[config.mk]
export PLATFORM = sky130hd
export DESIGN_NAME = iter_shifter
export DESIGN_NICKNAME = d
export VERILOG_FILES = /design/src/rtl/iter_shifter.sv
export SDC_FILE = /design/constraint.sdc
export NUM_CORES = 1
export LEC_CHECK = 0
export CAP_MARGIN = 10
export CORE_AREA = 8 8 129 131
export DETAILED_ROUTE_END_ITERATION = 6
export DIE_AREA = 0 0 137 139
export PLACE_DENSITY = 0.59
export RECOVER_POWER = 50
export SETUP_SLACK_MARGIN = 0.02
export SYNTH_ARGS = -nofsm -noshare
export SYNTH_HDL_FRONTEND = slang
export SYNTH_SLANG_ARGS = --single-unit
[constraint.sdc]
create_clock -name clk -period 7 [get_ports clk]
set_clock_uncertainty 0.2 [all_clocks]
set_input_delay 1.05 -clock clk [delete_from_list [all_inputs] [get_ports clk]]
set_output_delay 1.05 -clock clk [all_outputs]
set_load 0.02 [all_outputs]
[src/rtl/iter_shifter.sv]
// Multi-cycle SLL/SRL/SRA shifter. Each clock shifts by up to STEP bit positions.
// Define ITER_SHIFTER_ROTATE_EN to make op=11 a rotate right; otherwise op=11 acts as SRL.
module iter_shifter #(
  parameter int WIDTH = 32,
  parameter int STEP  = 4
) (
  input  logic             clk,
  input  logic             rst_n,
  input  logic             start,
  input  logic [1:0]       op,
  input  logic [WIDTH-1:0] a,
  input  logic [WIDTH-1:0] b,
  output logic             busy,
  output logic             done,
  output logic [WIDTH-1:0] result
);

  localparam int AW = $clog2(WIDTH);
  localparam logic [AW:0] STEP_W = (AW+1)'(STEP);

  // Handshake: start is sampled only in IDLE; busy is high for every SHIFT
  // cycle; done pulses for one cycle once result holds the new value.
  typedef enum logic [1:0] {IDLE, SHIFT, DONE} state_t;

  state_t           state, state_next;
  logic [WIDTH-1:0] work, work_shifted;
  logic [AW-1:0]    rem, n;
  logic [1:0]       op_q;
  logic             sign_q;
  logic             unused_b;

  // Only the low AW bits of b form the amount, so b = WIDTH wraps to 0.
  assign unused_b = ^b[WIDTH-1:AW];

  // n = min(rem, STEP); the STEP branch only fires when STEP < WIDTH, so it fits AW bits.
  always_comb begin
    n = rem;
    if ({1'b0, rem} > STEP_W) n = STEP_W[AW-1:0];
  end

  always_comb begin
    work_shifted = work >> n;
    case (op_q)
      2'b00: work_shifted = work << n;
      2'b10: work_shifted = (work >> n) | ({WIDTH{sign_q}} & ~({WIDTH{1'b1}} >> n));
`ifdef ITER_SHIFTER_ROTATE_EN
      2'b11: work_shifted = (work >> n) | (work << (WIDTH - int'(n)));
`endif
      default: work_shifted = work >> n;
    endcase
  end

  always_comb begin
    state_next = state;
    busy       = 1'b0;
    done       = 1'b0;
    case (state)
      IDLE: if (start) state_next = SHIFT;
      SHIFT: begin
        busy = 1'b1;
        if (rem == n) state_next = DONE;
      end
      DONE: begin
        done       = 1'b1;
        state_next = IDLE;
      end
      default: state_next = IDLE;
    endcase
  end

  always_ff @(posedge clk or negedge rst_n) begin
    if (!rst_n) state <= IDLE;
    else        state <= state_next;
  end

  always_ff @(posedge clk or negedge rst_n) begin
    if (!rst_n) begin
      work   <= '0;
      rem    <= '0;
      op_q   <= '0;
      sign_q <= 1'b0;
      result <= '0;
    end else begin
      case (state)
        IDLE: if (start) begin
          work   <= a;
          op_q   <= op;
          rem    <= b[AW-1:0];
          sign_q <= a[WIDTH-1];
        end
        SHIFT: begin
          work <= work_shifted;
          rem  <= rem - n;
          // result only moves on the final step so it stays stable while busy.
          if (rem == n) result <= work_shifted;
        end
        default: ;
      endcase
    end
  end

endmodule

==> summary.txt, run 1 <==
Setup path
  – CP Launch Type: primary input
  – Crit Path Max Fanout: 39
  – Top Family by Delay on Critical Path: buffers and inverters
  – Req. time, crit path: 6.67 ns
  – Crit-path most repeated cell: clkbuf_1
  – Worst R2R Start: rem[1]
  – R2R depth: 5
  – CP arrival: 4.01 ns
  – Number of buffers and inverters on the critical path: 2
  – Reg-to-reg endpoint: result[8]
  – Crit-path max cell delay: 1.60 ns
  – Kind of critical path: in2async
  – CP Capture Type: asynchronous set/reset pin
  – Critical-path top delay cell: clkbuf_1
  – Worst-path cell chain: clkbuf_1, clkbuf_1
  – Flop2flop setup slack: 3.59 ns

Global routing
  – Initial antenna violation count: 0
  – Number of global-route vias before repair: 5320
  – GRT Util Overall: 0.205
  – Total grt overflow: 0
  – Pin count of the biggest net entering global routing: 63
  – First-pass GRT wire length: 30900 um

Hold path
  – WHS Endpoint: result[19]
  – Hold Path Stages: 2
  – HP Start: result[19]
  – Min-Delay Path Class: reg2reg

Clock network
  – Resized cells post-CTS: 0
  – Buffer levels on the longest clock path: 2
  – Clock Latency Late Sink: 0.35 ns
  – Post-CTS Setup Inserts: 0
  – Depth of the CTS H-tree: 3
  – TritonCTS clock tree: built
  – Clock-pin slew on the worst setup and hold paths: 0.05 ns
  – Sink Count: 74
  – Root Buffer Master: clkbuf_16
  – Num CTS Buffers: 9
  – CTS Hold Bufs: 0

Detailed routing
  – DRT Wirelength: 19300 um
  – Routed wire per std cell: 21.9 um
  – Detailed Routing Iterations Pass 1: 6
  – ANT nets after route: 0
  – Initial DRC Count: 681
  – DR vias/cell: 6.26
  – DR vias: 5505
  – # DRC: 0

Floorplan
  – Initial core utilization: 0.378
  – Die area: 19000 sq um
  – Core Rows: 45
  – I/O pin count: 103
  – Die W: 137 um
  – Die height: 139 um
  – Core Area: 14800 sq um

Timing
  – Final min period: 4.35 ns
  – Total Neg Setup Slack: 0 ns
  – Count of final setup violators: 0
  – Worst-Margin Slew: 2.11 ns
  – RSZ-0062 raised after global routing: no
  – Final period utilization: 0.621
  – Fin. max-slew vios: 77
  – Max Clk Rate: 230 MHz
  – Slew margin rel.: -0.406
  – Final Hold Vio Count: 0

Logic synthesis
  – Post-Syn Area: 5570 sq um
  – Synth Warn #: 0
  – Largest area contributor in the netlist: dfrtp_1
  – Sequential share of the synthesized area: 0.332
  – Synth Area per Inst: 8.35 sq um
  – Asr flop ratio synth: 1.00
  – Synth area leaders: dfrtp_1 33%, mux4_2 7.3%, nand2_1 6.9%
  – Share of the synthesized area in the top cell type: 0.332
  – Library cells used by synthesis: 71
  – FF+latch count, synth: 74
  – Prevailing post-synth register cell: dfrtp_1
  – Post-Syn Nets: 738
  – Post-Syn Instances: 667
  – Post-synth EDFFs: 0

Layout
  – Fill cells: 1494
  – # diodes: 0
  – Final layout net count: 758
  – Fraction of layout cells with a size suffix above 1: 0.0970
  – Core Util, Final: 0.448
  – Fin cells: 879
  – Area Overhead vs Synth: 18.5%

Power and ir drop
  – Switching power: 2.01 mW
  – Leakage: 2.59 nW
  – Sequential group share of total power: 0.270
  – Pwr dens: 598 nW/um^2
  – Clock share of power: 0.109
  – Max IR drop VDD: 206 uV
  – Sw frac: 0.509
  – Internal power: 1.94 mW
  – Comb power frac: 0.621

Run status
  – Result of the run: complete, but fails checks
  – Failing checks: capacitance limit, slew limit

Place
  – Gpl congestion: 0.869
  – Dpl hpwl: 12600 um
  – Placed cell count: 864
  – Buffers on Ports: 75

Job
  – Number of max-cap violations: 2
[metrics by stage]
step | cell area [sq um] | hold slack, ns | total power, mW | setup slack [ns]
after detailed placement | 6340 | 0.274 | 3.51 | 3.67
after global placement | 6340 | 0.260 | 3.48 | 3.67
after floorplan | 5570 | 0.238 | 2.72 | 4.40
after CTS | 6620 | 0.286 | 3.96 | 3.67
final | 6600 | 0.275 | 3.95 | 2.65
after global routing | 6600 | 0.303 | 4.25 | 1.83
[power groups by stage]
stage	combinational [mW]	sequential [mW]	clock, mW
floorplan	1.84	0.879	0
global placement	2.42	1.05	0
detailed placement	2.45	1.06	0
CTS	2.47	1.05	0.442
global route	2.69	1.10	0.459
finish	2.45	1.06	0.431
[cells in the mapped netlist, types with 3 or more instances]
library cell  count
o21a_1            4
a221o_1           4
nand3_1          12
nor3b_1           3
nor3_1            8
mux2_2            8
clkbuf_1         51
buf_2            15
buf_1            10
mux2i_1          31
nor2_1           40
o221ai_1          5
dfrtp_1          74
o2bb2ai_1         4
nor4b_1           3
or3b_2            3
nand2_1         102
a211o_1           5
a21oi_1          50
o211ai_1          8
a22oi_1          12
a211oi_1         12
nor2b_1           5
a22o_1            3
mux4_2           18
a31oi_1          24
a21o_1            9
o31ai_1           3
inv_1             5
nand2b_1          7
o21ai_0          53
o22ai_1          20
a21boi_0          3
[layout by cell type (no fill, tap or decap), types with 5 or more instances in the layout]
cell type | synthesis | final
a22oi_1 | 12 | 12
nand2_1 | 102 | 102
dfrtp_1 | 74 | 72
a211o_1 | 5 | 5
o211ai_1 | 8 | 8
mux4_2 | 18 | 18
a21o_1 | 9 | 9
nor3_1 | 8 | 8
dlygate4sd3_1 | 0 | 13
inv_1 | 5 | 6
clkbuf_1 | 51 | 6
mux2_2 | 8 | 8
o221ai_1 | 5 | 5
nor2b_1 | 5 | 5
a21oi_1 | 50 | 50
a211oi_1 | 12 | 12
clkbuf_16 | 0 | 9
nand2b_1 | 7 | 7
mux2i_1 | 31 | 31
clkdlybuf4s50_1 | 0 | 61
a31oi_1 | 24 | 24
o21ai_0 | 53 | 53
buf_4 | 1 | 11
o22ai_1 | 20 | 20
nor2_1 | 40 | 39
nand3_1 | 12 | 12
[worst max path at each step]
| stage | start | slack [ns] | to | cells after the start |
|---|---|---|---|---|
| after floorplan | state[0] | 4.40 | busy | 5 |
| after global placement | rem[1] | 3.67 | result[8] | 5 |
| after detailed placement | rem[1] | 3.67 | result[8] | 5 |
| after CTS | rem[1] | 3.67 | result[8] | 5 |
| after global routing | rst_n | 1.83 | rem[1] | 2 |
| final | rst_n | 2.65 | rem[1] | 2 |
[final cells by class]
cell class	count	area (sq um)	area share
Clock buffer	13	260	0.0394
Tap cell	188	235	0.0356
Multi-Input combinational cell	505	3370	0.511
Sequential cell	74	1850	0.281
Clock inverter	2	12.5	0.00190
Inverter	8	30.0	0.00455
Timing Repair Buffer	89	838	0.127
[routing by layer]
layer  global-route usage  up-vias  part of all wire
met3               0.0431       39             0.076
met1                0.286     2678              0.44
li1                     -     2514                 -
met2                0.303      274              0.45
met5                    0        -                 0
met4               0.0789        0             0.029
[registers in the layout, summed over array words and instances, names as in the netlist]
register	count
sign_q	1
rem	5
state	2
op_q	2
result	32
work	32
[cells by family (layout without fill, tap and decap cells)]
kind of cell,Yosys count,after routing,synth area share
adders and majority gates,2,2,0.00449
xor gates and xnor gates,1,1,0.00157
and+or+nand+nor,200,200,0.165
DFF,74,74,0.332
muxes,58,58,0.147
buffers and inverters,88,112,0.0662
AOI/OAI and AO/OA,242,242,0.282
other,2,2,0.00135
(Power assumes the default switching activity.)
==> run 2, diff against run 1 <==
- PLACE_DENSITY: 0.59 -> 0.61
- clock period: 7 -> 3.7 ns (I/O delays scaled with it)
==> run 2 against run 1 <==
Compared with the run above: the flow still finishes with violations (capacitance limit, slew limit); global-route usage rose by 0.70 points; die area did not move; sequential share of layout area fell by 0.36 points; combinational power rose by 97%; cell area rose by 1.3%; via count rose by 1.4%; total power rose by 92%; register-to-register slack got worse by 2.9 ns; worst setup slack got worse by 2.0 ns; clock power rose by 84%; critical path type is now reg2reg; largest power group unchanged.
==> summary.txt, run 2 (same netlist as run 1, synthesis figures left out) <==
Clock network
  – Depth of the CTS H-tree: 3 (unchanged)
  – CTS Hold Bufs: 0 (unchanged)
  – Clock-pin slew on the worst setup and hold paths: 0.06 ns (about the same)
  – Clock Latency Late Sink: 0.34 ns (about the same)
  – Sink Count: 74 (unchanged)
  – Num CTS Buffers: 9 (unchanged)
  – Post-CTS Setup Inserts: 0 (unchanged)
  – Root Buffer Master: clkbuf_16
  – Resized cells post-CTS: 0 (unchanged)
  – Buffer levels on the longest clock path: 2 (unchanged)
  – TritonCTS clock tree: built

Layout
  – Final layout net count: 770 (+1.6%)
  – Most frequent cells in the layout: 102 x nand2_1, 72 x dfrtp_1, 59 x clkdlybuf4s50_1
  – Area Overhead vs Synth: 20.1%
  – Fraction of layout cells with a size suffix above 1: 0.114 (+0.0172)
  – Commonest non-fill, non-tap cell in the layout: nand2_1
  – # diodes: 0 (unchanged)
  – Biggest regs: result x32, work x32, rem x5

Timing
  – Final Hold Vio Count: 0 (unchanged)
  – Count of final setup violators: 0 (unchanged)
  – RSZ-0062 raised after global routing: no
  – Final min period: 3.05 ns
  – Fin. max-slew vios: 75 (-2.6%)
  – PnR worst setup slack: 0.654 ns (-2.00 ns)
  – Total Neg Setup Slack: 0 ns (unchanged)
  – Max Clk Rate: 328 MHz
  – Worst-Margin Slew: 1.86 ns (-0.245 ns)
  – Final period utilization: 0.823
  – Slew margin rel.: -0.243 (+0.163)

Floorplan
  – Die W: 137 um (unchanged)
  – Core Area: 14800 sq um (unchanged)
  – Die height: 139 um (unchanged)
  – Core Rows: 45 (unchanged)
  – Die area: 19000 sq um (unchanged)
  – Initial core utilization: 0.378 (unchanged)
  – I/O pin count: 103 (unchanged)

Power and ir drop
  – Leakage: 2.66 nW (+2.7%)
  – Max IR drop VDD: 466 uV (+130%)
  – Clock share of power: 0.105 (-0.004)
  – Sequential group share of total power: 0.262 (-0.008)
  – Sw frac: 0.508 (-0.000544)
  – Switching power: 3.86 mW (+92%)
  – Pwr dens: 1140 nW/um^2 (+90%)
  – Internal power: 3.74 mW (+93%)
  – Comb power frac: 0.634 (+0.013)

Job
  – Number of max-cap violations: 1 (-1)

Setup path
  – Worst R2R Start: rem[2]
  – CP arrival: 3.05 ns (-0.96 ns)
  – Req. time, crit path: 3.70 ns (-2.97 ns)
  – R2R depth: 6 (+1)
  – CP Capture Type: flip-flop
  – CP startpoint: rem[2]
  – Flop2flop setup slack: 0.65 ns (-2.94 ns)
  – Reg-to-reg endpoint: result[7]
  – CP endpoint: result[7]
  – Crit Path Max Fanout: 14 (-64%)
  – CP Launch Type: flip-flop
  – Kind of critical path: reg2reg

Global routing
  – GRT Util Overall: 0.212 (+0.00703)
  – Number of global-route vias before repair: 5358 (+0.71%)
  – Pin count of the biggest net entering global routing: 75 (+19%)
  – Initial antenna violation count: 0 (unchanged)
  – First-pass GRT wire length: 31700 um (+2.5%)
  – Total grt overflow: 0 (unchanged)

Place
  – Buffers on Ports: 75 (unchanged)
  – Dpl hpwl: 13400 um (+5.8%)
  – Gpl congestion: 0.947 (+8.9%)
  – Placement Setup Slack: 0.752 ns (-2.92 ns)

Detailed routing
  – DRT Wirelength: 19900 um (+3.1%)
  – Detailed Routing Iterations Pass 1: 5 (-1)
  – ANT nets after route: 0 (unchanged)
  – # DRC: 0 (unchanged)
  – Routed wire per std cell: 22.4 um (+2.0%)
  – DR vias/cell: 6.28 (+0.22%)
  – Initial DRC Count: 744 (+9.3%)
  – DR vias: 5580 (+1.4%)

Run status
  – Failing checks: capacitance limit, slew limit
  – Result of the run: complete, but fails checks

Hold path
  – Min-Delay Path Class: reg2reg
  – HP Start: result[11]
run 2: changes by cell type in the layout (fill, tap and decap cells not counted):
cell             before  now
buf_4                11   25
clkinvlp_4            1    0
clkbuf_1              6    3
clkdlybuf4s50_1      61   59
dlygate4sd3_1        13   15
clkinv_2              1    0
clkbuf_2              0    1
run 2: routing by layer:
metal,vias up,wire (um),track usage
met1,2728,8800,0.301
li1,2538,-,-
met3,44,1570,0.0373
met5,-,0,0
met2,270,8840,0.303
met4,0,660,0.101
run 2: worst min path at each step:
stage	endpoint	slack, ns	cells after the start
2_1_floorplan	op_q[0]	0.06	0
3_3_place_gp	result[23]	0.26	2
3_5_place_dp	result[11]	0.27	2
4_1_cts	result[8]	0.19	1
5_1_grt	result[17]	0.30	2
6_report	result[11]	0.27	2
run 2: power by group through the flow:
stage	Sequential, mW	Clock (mW)	Combinational [mW]
floorplan	1.66	0	3.49
global placement	1.95	0	4.73
detailed placement	1.97	0	4.80
CTS	1.96	0.818	4.82
global route	2.05	0.841	5.27
finish	1.99	0.794	4.82
run 2: through the flow:
step	util	total power [mW]	cell area (sq um)	cells	hold slack [ns]
4_1_cts	0.454	7.59	6700	889	0.195
2_1_floorplan	-	5.15	5570	667	0.0594
5_1_grt	0.453	8.16	6690	889	0.296
6_report	0.453	7.60	6690	889	0.270
3_3_place_gp	0.436	6.68	6430	876	0.259
3_5_place_dp	0.436	6.77	6430	876	0.269
run 2: area by class of cell:
| class | count | area (sq um) |
|---|---|---|
| clock buffer | 13 | 260 |
| inverter | 8 | 30.0 |
| tap | 188 | 235 |
| timing repair buffer | 101 | 937 |
| fill | 1465 | 8060 |
| sequential | 74 | 1850 |
| multi-input combinational | 505 | 3370 |
run 2: critical path, cell delays in order (launching register included):
cell	delay, ns
dfrtp_1	0.55
nor4b_2	0.82
buf_4	0.30
mux2i_1	0.24
nand2_1	0.08
a311oi_1	0.54
o21ai_0	0.17
==> run 3, diff against run 2 <==
- PLACE_DENSITY: 0.61 -> 0.59
- clock period: 3.7 -> 3.15 ns (I/O delays scaled with it)
==> run 3 against run 2 <==
Compared with the run above: the flow still finishes with violations (capacitance limit, slew limit); sequential share of layout area is 0.63 points lower; total power is 21% higher; global-route usage rose by 0.50 points; flip-flop and latch count unchanged; via count rose by 0.93%; largest power group unchanged.
==> summary.txt, run 3 (same netlist as run 1, synthesis figures left out) <==
Clock network
  – Buffer levels on the longest clock path: 2 (unchanged)
  – Resized cells post-CTS: 0 (unchanged)
  – Post-CTS Setup Inserts: 0 (unchanged)
  – Root Buffer Master: clkbuf_16
  – Clock Latency Late Sink: 0.35 ns (about the same)
  – Depth of the CTS H-tree: 3 (unchanged)
  – CTS Hold Bufs: 0 (unchanged)
  – Clock-pin slew on the worst setup and hold paths: 0.06 ns (about the same)
  – Sink Count: 74 (unchanged)
  – TritonCTS clock tree: built
  – Num CTS Buffers: 9 (unchanged)

Hold path
  – HP Start: result[28]
  – WHS Endpoint: result[28]
  – Hold Path Stages: 2 (unchanged)
  – Min-Delay Path Class: reg2reg

Timing
  – Count of final setup violators: 0 (unchanged)
  – Final period utilization: 0.858 (+0.0349)
  – Final min period: 2.70 ns (-0.343 ns)
  – Total Neg Setup Slack: 0 ns (unchanged)
  – Slew margin rel.: -0.255 (-0.0116)
  – Max Clk Rate: 370 MHz (+13%)
  – Worst-Margin Slew: 1.88 ns (+0.0174 ns)
  – RSZ-0062 raised after global routing: no
  – Final Hold Vio Count: 0 (unchanged)
  – Fin. max-slew vios: 75 (unchanged)

Floorplan
  – Core Area: 14800 sq um (unchanged)
  – Die area: 19000 sq um (unchanged)
  – I/O pin count: 103 (unchanged)
  – Core Rows: 45 (unchanged)
  – Die height: 139 um (unchanged)
  – Initial core utilization: 0.378 (unchanged)
  – Die W: 137 um (unchanged)

Detailed routing
  – Detailed Routing Iterations Pass 1: 5 (unchanged)
  – DR vias: 5632 (+0.93%)
  – Routed wire per std cell: 22.7 um (+1.5%)
  – # DRC: 0 (unchanged)
  – Initial DRC Count: 722 (-3.0%)
  – DR vias/cell: 6.25 (-0.41%)
  – ANT nets after route: 0 (unchanged)
  – DRT Wirelength: 20400 um (+2.9%)

Layout
  – Final layout net count: 779 (+1.2%)
  – Fill cells: 1478 (+0.89%)
  – Most frequent cells in the layout: 102 x nand2_1, 72 x dfrtp_1, 59 x clkdlybuf4s50_1
  – Area Overhead vs Synth: 22.9%
  – Commonest non-fill, non-tap cell in the layout: nand2_1
  – Biggest regs: result x32, work x32, rem x5
  – # diodes: 0 (unchanged)
  – Fraction of layout cells with a size suffix above 1: 0.132 (+0.0177)

Place
  – Dpl hpwl: 13900 um (+3.9%)
  – Gpl congestion: 0.885 (-6.5%)
  – Buffers on Ports: 75 (unchanged)

Setup path
  – Kind of critical path: reg2reg
  – Reg-to-reg endpoint: result[8]
  – Flop2flop setup slack: 0.45 ns (-0.21 ns)
  – Number of buffers and inverters on the critical path: 1 (unchanged)
  – CP Capture Type: flip-flop
  – Worst R2R Start: rem[2]
  – R2R depth: 5 (-1)
  – Req. time, crit path: 3.18 ns (-0.52 ns)
  – CP Launch Type: flip-flop
  – Crit-path max cell delay: 0.83 ns (about the same)
  – Worst-path cell chain: or4b_1, and2_0, a2111oi_0, buf_4, o31ai_1
  – Top Family by Delay on Critical Path: simple AND/OR/NAND/NOR gates
  – CP arrival: 2.73 ns (-0.32 ns)
  – Crit Path Max Fanout: 10 (-4)
  – Critical-path top delay cell: or4b_1

Global routing
  – Initial antenna violation count: 0 (unchanged)
  – Total grt overflow: 0 (unchanged)
  – GRT Util Overall: 0.217 (+0.00504)
  – Pin count of the biggest net entering global routing: 75 (unchanged)
  – Number of global-route vias before repair: 5658 (+5.6%)
  – First-pass GRT wire length: 32600 um (+3.1%)

Power and ir drop
  – Max IR drop VDD: 488 uV (+4.6%)
  – Leakage: 2.74 nW (+3.0%)
  – Pwr dens: 1350 nW/um^2 (+19%)
  – Tot Pwr: 9.23 mW (+21%)

Job
  – Number of max-cap violations: 1 (unchanged)

Run status
  – Failing checks: capacitance limit, slew limit
  – Result of the run: complete, but fails checks
run 3: through the flow:
stage	hold slack, ns	worst slack, ns	instances	util	instance area [sq um]
2_1_floorplan	-0.0231	0.850	667	-	5570
3_3_place_gp	0.259	0.456	885	0.444	6550
3_5_place_dp	0.269	0.502	885	0.444	6550
4_1_cts	0.115	0.481	901	0.464	6850
5_1_grt	0.306	0.346	901	0.464	6850
6_report	0.275	0.447	901	0.464	6850
run 3: power by group:
part / leakage [nW] / internal [mW] / switching, mW
clock: 0.151 / 0.652 / 0.417
sequential: 0.896 / 1.45 / 0.879
combinational: 1.69 / 2.49 / 3.33
total: 2.74 / 4.60 / 4.63
run 3: worst max-delay path by stage:
| stage | slack [ns] | from | cells after the start | end |
|---|---|---|---|---|
| 6_report | 0.45 | rem[2] | 5 | result[8] |
| 5_1_grt | 0.35 | rem[2] | 5 | result[8] |
| 4_1_cts | 0.48 | rem[2] | 5 | result[8] |
| 3_5_place_dp | 0.50 | rem[2] | 6 | result[14] |
| 3_3_place_gp | 0.46 | rem[2] | 5 | result[8] |
| 2_1_floorplan | 0.85 | rem[4] | 6 | result[10] |
run 3: per-layer routing:
metal	routed length, um	share of wire	vias to the layer above	global-route usage
met2	9250	0.45	251	0.321
li1	-	-	2560	-
met3	1450	0.071	44	0.0489
met5	0	0	-	0
met1	9160	0.45	2777	0.298
met4	576	0.028	0	0.0881
run 3: cell type report:
| cell class | instances | area [sq um] | share of cell area |
|---|---|---|---|
| Clock inverter | 5 | 52.6 | 0.00768 |
| Tap cell | 188 | 235 | 0.0344 |
| Sequential cell | 74 | 1850 | 0.271 |
| Timing Repair Buffer | 110 | 1050 | 0.154 |
| Inverter | 8 | 30.0 | 0.00439 |
| Clock buffer | 11 | 253 | 0.0369 |
| Multi-Input combinational cell | 505 | 3370 | 0.492 |
run 3: tightest hold or removal path: stages, from the launching register on:
cell and delay [ns]:
dfrtp_1 0.33, nand2_1 0.05, o21ai_0 0.06
